$ cat config.mk
export PLATFORM = sky130hd
export DESIGN_NAME = hazard_ctrl
export DESIGN_NICKNAME = d
export VERILOG_FILES = /design/src/rtl/hazard_ctrl_pkg.sv /design/src/rtl/hazard_ctrl_sat_counter.sv /design/src/rtl/hazard_ctrl.sv
export SDC_FILE = /design/constraint.sdc
export NUM_CORES = 1
export LEC_CHECK = 0
export ABC_AREA = 1
export CAP_MARGIN = 20
export CORE_UTILIZATION = 35
export CTS_BUF_LIST = sky130_fd_sc_hd__clkbuf_8
export DETAILED_ROUTE_END_ITERATION = 8
export GPL_ROUTABILITY_DRIVEN = 0
export PLACE_DENSITY_LB_ADDON = 0.08
export SYNTH_ARGS = -nofsm -noshare
export SYNTH_HDL_FRONTEND = slang
export SYNTH_SLANG_ARGS = --single-unit
$ cat constraint.sdc
create_clock -name clk -period 7.8 [get_ports clk]
set_clock_uncertainty 0.1 [all_clocks]
set_input_delay 1.17 -clock clk [delete_from_list [all_inputs] [get_ports clk]]
set_output_delay 1.17 -clock clk [all_outputs]
set_load 0.05 [all_outputs]
$ cat src/rtl/hazard_ctrl_pkg.sv
// Shared state encodings and register-address constants for the uDLX pipeline hazard controller.
package hazard_ctrl_pkg;

  typedef enum logic [1:0] {
    ST_RUN      = 2'd0,
    ST_REDIRECT = 2'd1,
    ST_MEM_WAIT = 2'd2
  } state_t;

  localparam int R0_ADDR = 0;

endpackage

$ cat src/rtl/hazard_ctrl_sat_counter.sv
// Saturating up-counter with synchronous clear; clear wins over increment in the same cycle.
// One-cycle update latency, no backpressure.
module sat_counter #(
  parameter int WIDTH = 16
) (
  input  logic             clk,
  input  logic             rst,
  input  logic             inc,
  input  logic             clr,
  output logic [WIDTH-1:0] count
);

  always_ff @(posedge clk or posedge rst) begin
    if (rst) begin
      count <= '0;
    end else if (clr) begin
      count <= '0;
    end else if (inc && (count != '1)) begin
      count <= count + 1'b1;
    end
  end

endmodule

$ cat src/rtl/hazard_ctrl.sv
// uDLX pipeline sequencing: load-use bubbles, redirect squash, data-memory freeze with timeout.
// Stall/flush outputs are combinational from state and inputs; state, counters and error are registered.
module hazard_ctrl
  import hazard_ctrl_pkg::*;
#(
  parameter int REG_ADDR_WIDTH = 5,
  parameter int FLUSH_CYCLES   = 2,
  parameter int MEM_TIMEOUT    = 255,
  parameter int CNT_WIDTH      = 16
) (
  input  logic                      clk,
  input  logic                      rst,
  input  logic [REG_ADDR_WIDTH-1:0] id_rd_addr1,
  input  logic [REG_ADDR_WIDTH-1:0] id_rd_addr2,
  input  logic                      id_rd1_used,
  input  logic                      id_rd2_used,
  input  logic                      ex_load,
  input  logic [REG_ADDR_WIDTH-1:0] ex_wr_addr,
  input  logic                      ex_redirect,
  input  logic                      mem_req,
  input  logic                      mem_ack,
  input  logic                      cnt_clr,
  output logic                      pc_stall,
  output logic                      if_id_stall,
  output logic                      if_id_flush,
  output logic                      id_ex_stall,
  output logic                      id_ex_flush,
  output logic                      ex_mem_stall,
  output logic                      mem_error,
  output logic [CNT_WIDTH-1:0]      stall_cnt,
  output logic [CNT_WIDTH-1:0]      flush_cnt
);

  localparam int TO_W = $clog2(MEM_TIMEOUT + 1);
  localparam int FC_W = $clog2(FLUSH_CYCLES + 1);

  state_t          r_state, w_state_nxt, w_eff_state;
  logic [FC_W-1:0] r_flush_left, w_flush_left_nxt;
  logic [TO_W-1:0] r_to_cnt, w_to_cnt_nxt;
  logic            r_resume, w_resume_nxt;
  logic            r_mem_error;
  logic            w_timeout, w_freeze, w_load_use, w_src1_hit, w_src2_hit;
  logic            w_pc_stall, w_if_id_stall, w_if_id_flush;
  logic            w_id_ex_stall, w_id_ex_flush, w_ex_mem_stall, w_flush_inc;

  // In MEM_WAIT the release cycle behaves like the state that was interrupted.
  always_comb begin
    w_timeout   = (r_state == ST_MEM_WAIT) && (r_to_cnt == TO_W'(MEM_TIMEOUT));
    w_freeze    = mem_req && !mem_ack && !w_timeout;
    w_eff_state = r_state;
    if (r_state == ST_MEM_WAIT) begin
      w_eff_state = (r_resume && !w_timeout) ? ST_REDIRECT : ST_RUN;
    end
    w_src1_hit = id_rd1_used && (id_rd_addr1 == ex_wr_addr);
    w_src2_hit = id_rd2_used && (id_rd_addr2 == ex_wr_addr);
    w_load_use = ex_load && (ex_wr_addr != REG_ADDR_WIDTH'(R0_ADDR)) && (w_src1_hit || w_src2_hit);
  end

  always_comb begin
    w_state_nxt      = r_state;
    w_flush_left_nxt = r_flush_left;
    w_to_cnt_nxt     = '0;
    w_resume_nxt     = r_resume;
    w_pc_stall       = 1'b0;
    w_if_id_stall    = 1'b0;
    w_if_id_flush    = 1'b0;
    w_id_ex_stall    = 1'b0;
    w_id_ex_flush    = 1'b0;
    w_ex_mem_stall   = 1'b0;
    w_flush_inc      = 1'b0;
    if (w_freeze) begin
      w_pc_stall     = 1'b1;
      w_if_id_stall  = 1'b1;
      w_id_ex_stall  = 1'b1;
      w_ex_mem_stall = 1'b1;
      w_state_nxt    = ST_MEM_WAIT;
      w_to_cnt_nxt   = r_to_cnt + 1'b1;
      w_resume_nxt   = (w_eff_state == ST_REDIRECT);
    end else begin
      w_state_nxt  = ST_RUN;
      w_resume_nxt = 1'b0;
      if (ex_redirect) begin
        w_if_id_flush = 1'b1;
        w_id_ex_flush = 1'b1;
        w_flush_inc   = 1'b1;
        if (FLUSH_CYCLES > 1) begin
          w_state_nxt      = ST_REDIRECT;
          w_flush_left_nxt = FC_W'(FLUSH_CYCLES - 1);
        end
      end else if (w_eff_state == ST_REDIRECT) begin
        // ID holds a wrong-path instruction here, so load-use is not considered.
        w_if_id_flush = 1'b1;
        if (r_flush_left > FC_W'(1)) begin
          w_state_nxt      = ST_REDIRECT;
          w_flush_left_nxt = r_flush_left - 1'b1;
        end else begin
          w_flush_left_nxt = '0;
        end
      end else if (w_load_use) begin
        w_pc_stall    = 1'b1;
        w_if_id_stall = 1'b1;
        w_id_ex_flush = 1'b1;
      end
    end
  end

  always_ff @(posedge clk or posedge rst) begin
    if (rst) begin
      r_state      <= ST_RUN;
      r_flush_left <= '0;
      r_to_cnt     <= '0;
      r_resume     <= 1'b0;
      r_mem_error  <= 1'b0;
    end else begin
      r_state      <= w_state_nxt;
      r_flush_left <= w_flush_left_nxt;
      r_to_cnt     <= w_to_cnt_nxt;
      r_resume     <= w_resume_nxt;
      if (w_timeout) begin
        r_mem_error <= 1'b1;
      end
    end
  end

  assign pc_stall     = w_pc_stall     && !rst;
  assign if_id_stall  = w_if_id_stall  && !rst;
  assign if_id_flush  = w_if_id_flush  && !rst;
  assign id_ex_stall  = w_id_ex_stall  && !rst;
  assign id_ex_flush  = w_id_ex_flush  && !rst;
  assign ex_mem_stall = w_ex_mem_stall && !rst;
  assign mem_error    = r_mem_error;

  sat_counter #(.WIDTH(CNT_WIDTH)) u_stall_cnt (
    .clk   (clk),
    .rst   (rst),
    .inc   (pc_stall),
    .clr   (cnt_clr),
    .count (stall_cnt)
  );

  sat_counter #(.WIDTH(CNT_WIDTH)) u_flush_cnt (
    .clk   (clk),
    .rst   (rst),
    .inc   (w_flush_inc && !rst),
    .clr   (cnt_clr),
    .count (flush_cnt)
  );

endmodule
== Word level (Yosys, flattened, before mapping) ==
Cells that the tools add are included.

* Bits in registers: 46
* Word-level logic and storage cells: 71

* Add/sub/neg operators: 4
* Order comparisons: 1
* Equality and inequality tests: 7
* Muxes and demuxes: 27
* Bitwise operators: 1
* Reductions and logical operators: 24

{| class="wikitable"
|+ Operators by type and width
! kind !! count
|-
| $mux 16 || 4
|-
| $add 16x1->16 const B || 2
|-
| $ne 16x16->1 const B || 2
|-
| $mux 1 || 17
|-
| $logic_and 1x1->1 || 15
|-
| $eq 5x5->1 || 2
|-
| $mux 2 || 5
|-
| $add 8x1->8 const B || 1
|-
| $eq 8x8->1 const B || 1
|-
| $mux 8 || 1
|-
| $reduce_bool 2->1 || 3
|-
| $reduce_bool 5->1 || 1
|-
| $logic_not 1->1 || 3
|-
| $eq 2x1->1 const B || 1
|-
| $eq 2x2->1 const B || 1
|-
| $gt 2x1->1 const B || 1
|-
| $reduce_and 2->1 || 1
|-
| $sub 2x1->2 const B || 1
|-
| $logic_or 1x1->1 || 1
|-
| $not 1->1 || 1
|}

== Longest topological paths before layout ==
* Depth in word-level cells: 14
* Gate-level depth with buffers: 13

== By module ==
From an unflattened synthesis, not the netlist that was laid out.

* Cell total of the unflattened synthesis: 458
* Area total of the unflattened synthesis: 3114.2 µm²

{| class="wikitable"
|+ Modules (own cells, without submodules)
! module !! instances !! cells an instance !! area each (µm²) !! seq. area each (µm²)
|-
| sat_counter || 2 || 159 || 1083.5 || 400.4
|-
| hazard_ctrl || 1 || 140 || 947.2 || 350.3
|}

== Worst setup path before layout ==
OpenSTA, ideal clock, no wires.

* Path kind: input -> output
* Start point: input port rst
* End point: output port id_ex_flush
* Data arrival time: 3166 ps
* Path slack: 3364 ps
* Stages: 3
* Path buffers: 0
* Path through: inv_1 > nand2_2 > a21oi_1

* Cells in the longest elaborated chain, start to end: 2

{| class="wikitable"
|+ RTL lines
! item !! line !! RTL
|-
| start, declared || hazard_ctrl.sv:12 || <nowiki>input logic rst,</nowiki>
|-
| $logic_not 1->1 || hazard_ctrl.sv:129 || <nowiki>assign id_ex_flush = w_id_ex_flush && !rst;</nowiki>
|-
| $logic_and 1x1->1 || hazard_ctrl.sv:129 ||
|-
| end, declared || hazard_ctrl.sv:27 || <nowiki>output logic id_ex_flush,</nowiki>
|}

Every way passes these cells.

== Worst setup path in the final report ==
* Start point: input port rst
* End point: output port if_id_stall

* Cells in the longest elaborated chain, start to end: 2

{| class="wikitable"
|+ RTL lines
! item !! line !! RTL
|-
| $logic_not 1->1 || hazard_ctrl.sv:126 || <nowiki>assign if_id_stall = w_if_id_stall && !rst;</nowiki>
|-
| $logic_and 1x1->1 || hazard_ctrl.sv:126 ||
|-
| end, declared || hazard_ctrl.sv:24 || <nowiki>output logic if_id_stall,</nowiki>
|}

Every way passes these cells.

==> flow_metrics.env <==
export IMPL_outcome="completed"
export IMPL_grt_pass1_wl_mm=11.40
export IMPL_cp_max_fo=48
export IMPL_endpoint="if_id_stall"
export IMPL_synth_nets=434
export IMPL_drt_drc_violations_left=0
export IMPL_hp_start="mem_error$_DFFE_PP0P_"
export IMPL_start_util_pct=36.50
export IMPL_ys_types=34
export IMPL_crit_top_cell="clkdlybuf4s50_1"
export IMPL_synthFlopType="dfrtp_1"
export IMPL_grt_busiest_layer="met2"
export IMPL_critical_path_required_ps=6530
export IMPL_place_hpwl_mm=4.829
export IMPL_cts_tree="yes"
export IMPL_synth_edff_count=0
export IMPL_arrival_ps=3620
export IMPL_synth_xor_area_share_pct=7.846
export IMPL_drt_wirelength_per_cell_um=12.21
export IMPL_path_delay_family="buffers and inverters"
export IMPL_cts_buffer_depth=2
export IMPL_cts_sinks=46
export IMPL_synth_compound_area_share_pct=2.657
export IMPL_yosys_area_share_simple_pct=41.18
export IMPL_first_pass_iters=5
export IMPL_max_cap_violations=0
export IMPL_synth_top_family_by_area="simple AND/OR/NAND/NOR gates"
export IMPL_cts_resized_gates=0
export IMPL_cts_buffers_inserted=5
export IMPL_cts_setup_buffers=0
export IMPL_slew_headroom_pct=34.66
export IMPL_ys_seq_elements=46
export IMPL_portBuffers=62
export IMPL_crit_buf_inv=4
export IMPL_grt_overflow=0
export IMPL_grt_use_total_pct=16.10
export IMPL_clk_pin_slew_ps=80
export IMPL_die_w_um=94.80
export IMPL_layout_drive_gt1_share_pct=6.882
export IMPL_clk_latency_ps=290
export IMPL_area_growth_pct=26.03
export IMPL_use_met1_pct=21.34
export IMPL_syn_area_mm2=0.003014
export IMPL_ys_warn_count=0
export IMPL_fill_cells=872
export IMPL_syn_inst=407
export IMPL_vias=2714
export IMPL_ios=63
export IMPL_critPathLaunch="rst"
export IMPL_slew_viol_final=0
export IMPL_cp_end_kind="output pin"
export IMPL_worstPathCellList="clkdlybuf4s50_1 > inv_2 > buf_4 > nand2_1 > nand2_2 > clkdlybuf4s50_1"
export IMPL_max_freq_ghz=0.2043
export IMPL_synth_adder_area_share_pct=1.245
export IMPL_drtIter0Drc=86
export IMPL_grt_max_degree=63
export IMPL_cpMaxStageDelayCell="clkdlybuf4s50_1"
export IMPL_final_nets=491
export IMPL_rrSetupSlack_ps=5580
export IMPL_p_per_area_mw_per_mm2=126.8
export IMPL_fp_row_count=33
export IMPL_async_flop_share_pct=100.0
export IMPL_hp_class="reg2reg"
export IMPL_period_needed_ps=4894
export IMPL_reg2reg_depth=11
export IMPL_fin_hold_ws_ps=384.3
export IMPL_startpoint_type="primary input"
export IMPL_leakage_nw=1.896
export IMPL_setup_violations=0
export IMPL_reg2reg_from="r_to_cnt[0]$_DFF_PP0_"
export IMPL_critical_path_cell_count=6
export IMPL_setup_worst_path_class="in2out"
export IMPL_avgSynthCellArea_um2=7.406
export IMPL_ys_seq_area_share_pct=38.19
export IMPL_r2r_end="u_stall_cnt.count[14]$_DFFE_PP0P_"
export IMPL_antenna_found_initial=0
export IMPL_coreArea_mm2=0.008258
export IMPL_synth_top_area_share_pct=38.19
export IMPL_fp_dieArea_mm2=0.008987
export IMPL_final_util_pct=46.00
export IMPL_htree_levels=2
export IMPL_setup_tns_ps=0
export IMPL_drt_total_wl_mm=6.962
export IMPL_finalCritPeriodShare_pct=62.75
export IMPL_hold_violations=0
export IMPL_die_y_um=94.80
export IMPL_vdd_drop_max_uv=65.37
export IMPL_yosysTopAreaCell="dfrtp_1"
export IMPL_clockRootBuffer="clkbuf_8"
export IMPL_synth_most_common_cell="nand2_1"
export IMPL_synthTopCellsByCount="nand2_1, nand3_1, dfrtp_1, nor2_1, inv_1"
export IMPL_synth_area_top_cells="dfrtp_1, nand2_1, nand3_1, xor2_1, nor2_1"
export IMPL_use_met3_pct=3.140
export IMPL_ant_nets=0
export IMPL_max_stage_delay_ps=890
export IMPL_vias_per_cell=4.761
export IMPL_grt_util_met2_pct=26.92
export IMPL_power_mw=0.4817
export IMPL_tightest_slew_ps=978.7
export IMPL_antenna_cells=0
export IMPL_rsz0062_at_grt="false"
export IMPL_synthMuxAreaShare_pct=0
export IMPL_postCtsHoldBufs=0
export IMPL_grt_pass1_vias=2441
[routing by layer]
layer	share of wire, %	vias up
met2	47	52
met3	4.6	4
met1	48	1232
met4	0.60	0
li1	-	1426
met5	0	-
[worst min-delay path by stage]
| stage | endpoint | slack [ps] | cells past startpoint |
|---|---|---|---|
| after floorplan | r_flush_left[0]$_DFFE_PP0P_ | 350 | 2 |
| after global placement | mem_error$_DFFE_PP0P_ | 350 | 2 |
| after detailed placement | mem_error$_DFFE_PP0P_ | 370 | 2 |
| after CTS | mem_error$_DFFE_PP0P_ | 400 | 2 |
| after global routing | r_flush_left[0]$_DFFE_PP0P_ | 410 | 2 |
| final | mem_error$_DFFE_PP0P_ | 380 | 2 |
[cell type report]
type / count / area (µm²) / area share (%)
Tap cell: 105 / 131.4 / 3.459
Clock buffer: 5 / 68.82 / 1.812
Sequential cell: 46 / 1151 / 30.30
Clock inverter: 3 / 41.29 / 1.087
Multi-Input combinational cell: 300 / 1595 / 42.00
Timing Repair Buffer: 63 / 628.1 / 16.53
Inverter: 48 / 182.7 / 4.809
[flip-flops by register name, summed over array words and instances, names as in the netlist]
register / flops
r_to_cnt: 8
r_resume: 1
mem_error: 1
u_stall_cnt.count: 16
r_state: 2
r_flush_left: 2
u_flush_cnt.count: 16
[per-stage QoR]
stage          setup WS (ps)  instance area (µm²)  instances
5_1_grt                 2698                 3799        570
4_1_cts                 2837                 3799        570
2_1_floorplan           3364                 3014        407
3_3_place_gp            2863                 3689        562
3_5_place_dp            2850                 3689        562
6_report                2906                 3799        570
[cell families after synthesis]
group                    count (synthesis)
AO/OA/AOI/OAI                           14
adder cells (fa/ha/maj)                  3
flip-flops                              46
XOR/XNOR                                27
buffers and inverters                   61
AND/OR/NAND/NOR                        256
[report_power, final]
part | internal, mW | total [mW] | switching, mW
Sequential | 0.241 | 0.244 | 0.00302
Combinational | 0.0225 | 0.0620 | 0.0396
Clock | 0.0944 | 0.175 | 0.0809
[worst reg2reg max path, cell delays in order, from the launching register on]
cell	delay, ps
dfrtp_1	390
ha_1	210
nand2_2	80
nor2_4	140
nand4_2	150
nand2_4	160
inv_2	70
nand2_1	90
nand2_2	270
nand2_4	280
nand3_1	110
nand2_1	100
[layout by cell type (no fill, tap or decap), drive strengths merged, types with 6 or more instances in the layout]
cell,synthesis,layout
inv,48,49
nand3,53,53
nand2,111,111
nand3b,9,9
a21oi,7,7
clkdlybuf4s50,0,62
nor2,51,51
dfrtp,46,46
nand4,25,25
xor2,21,21
xnor2,6,6
(Power assumes the default switching activity.)
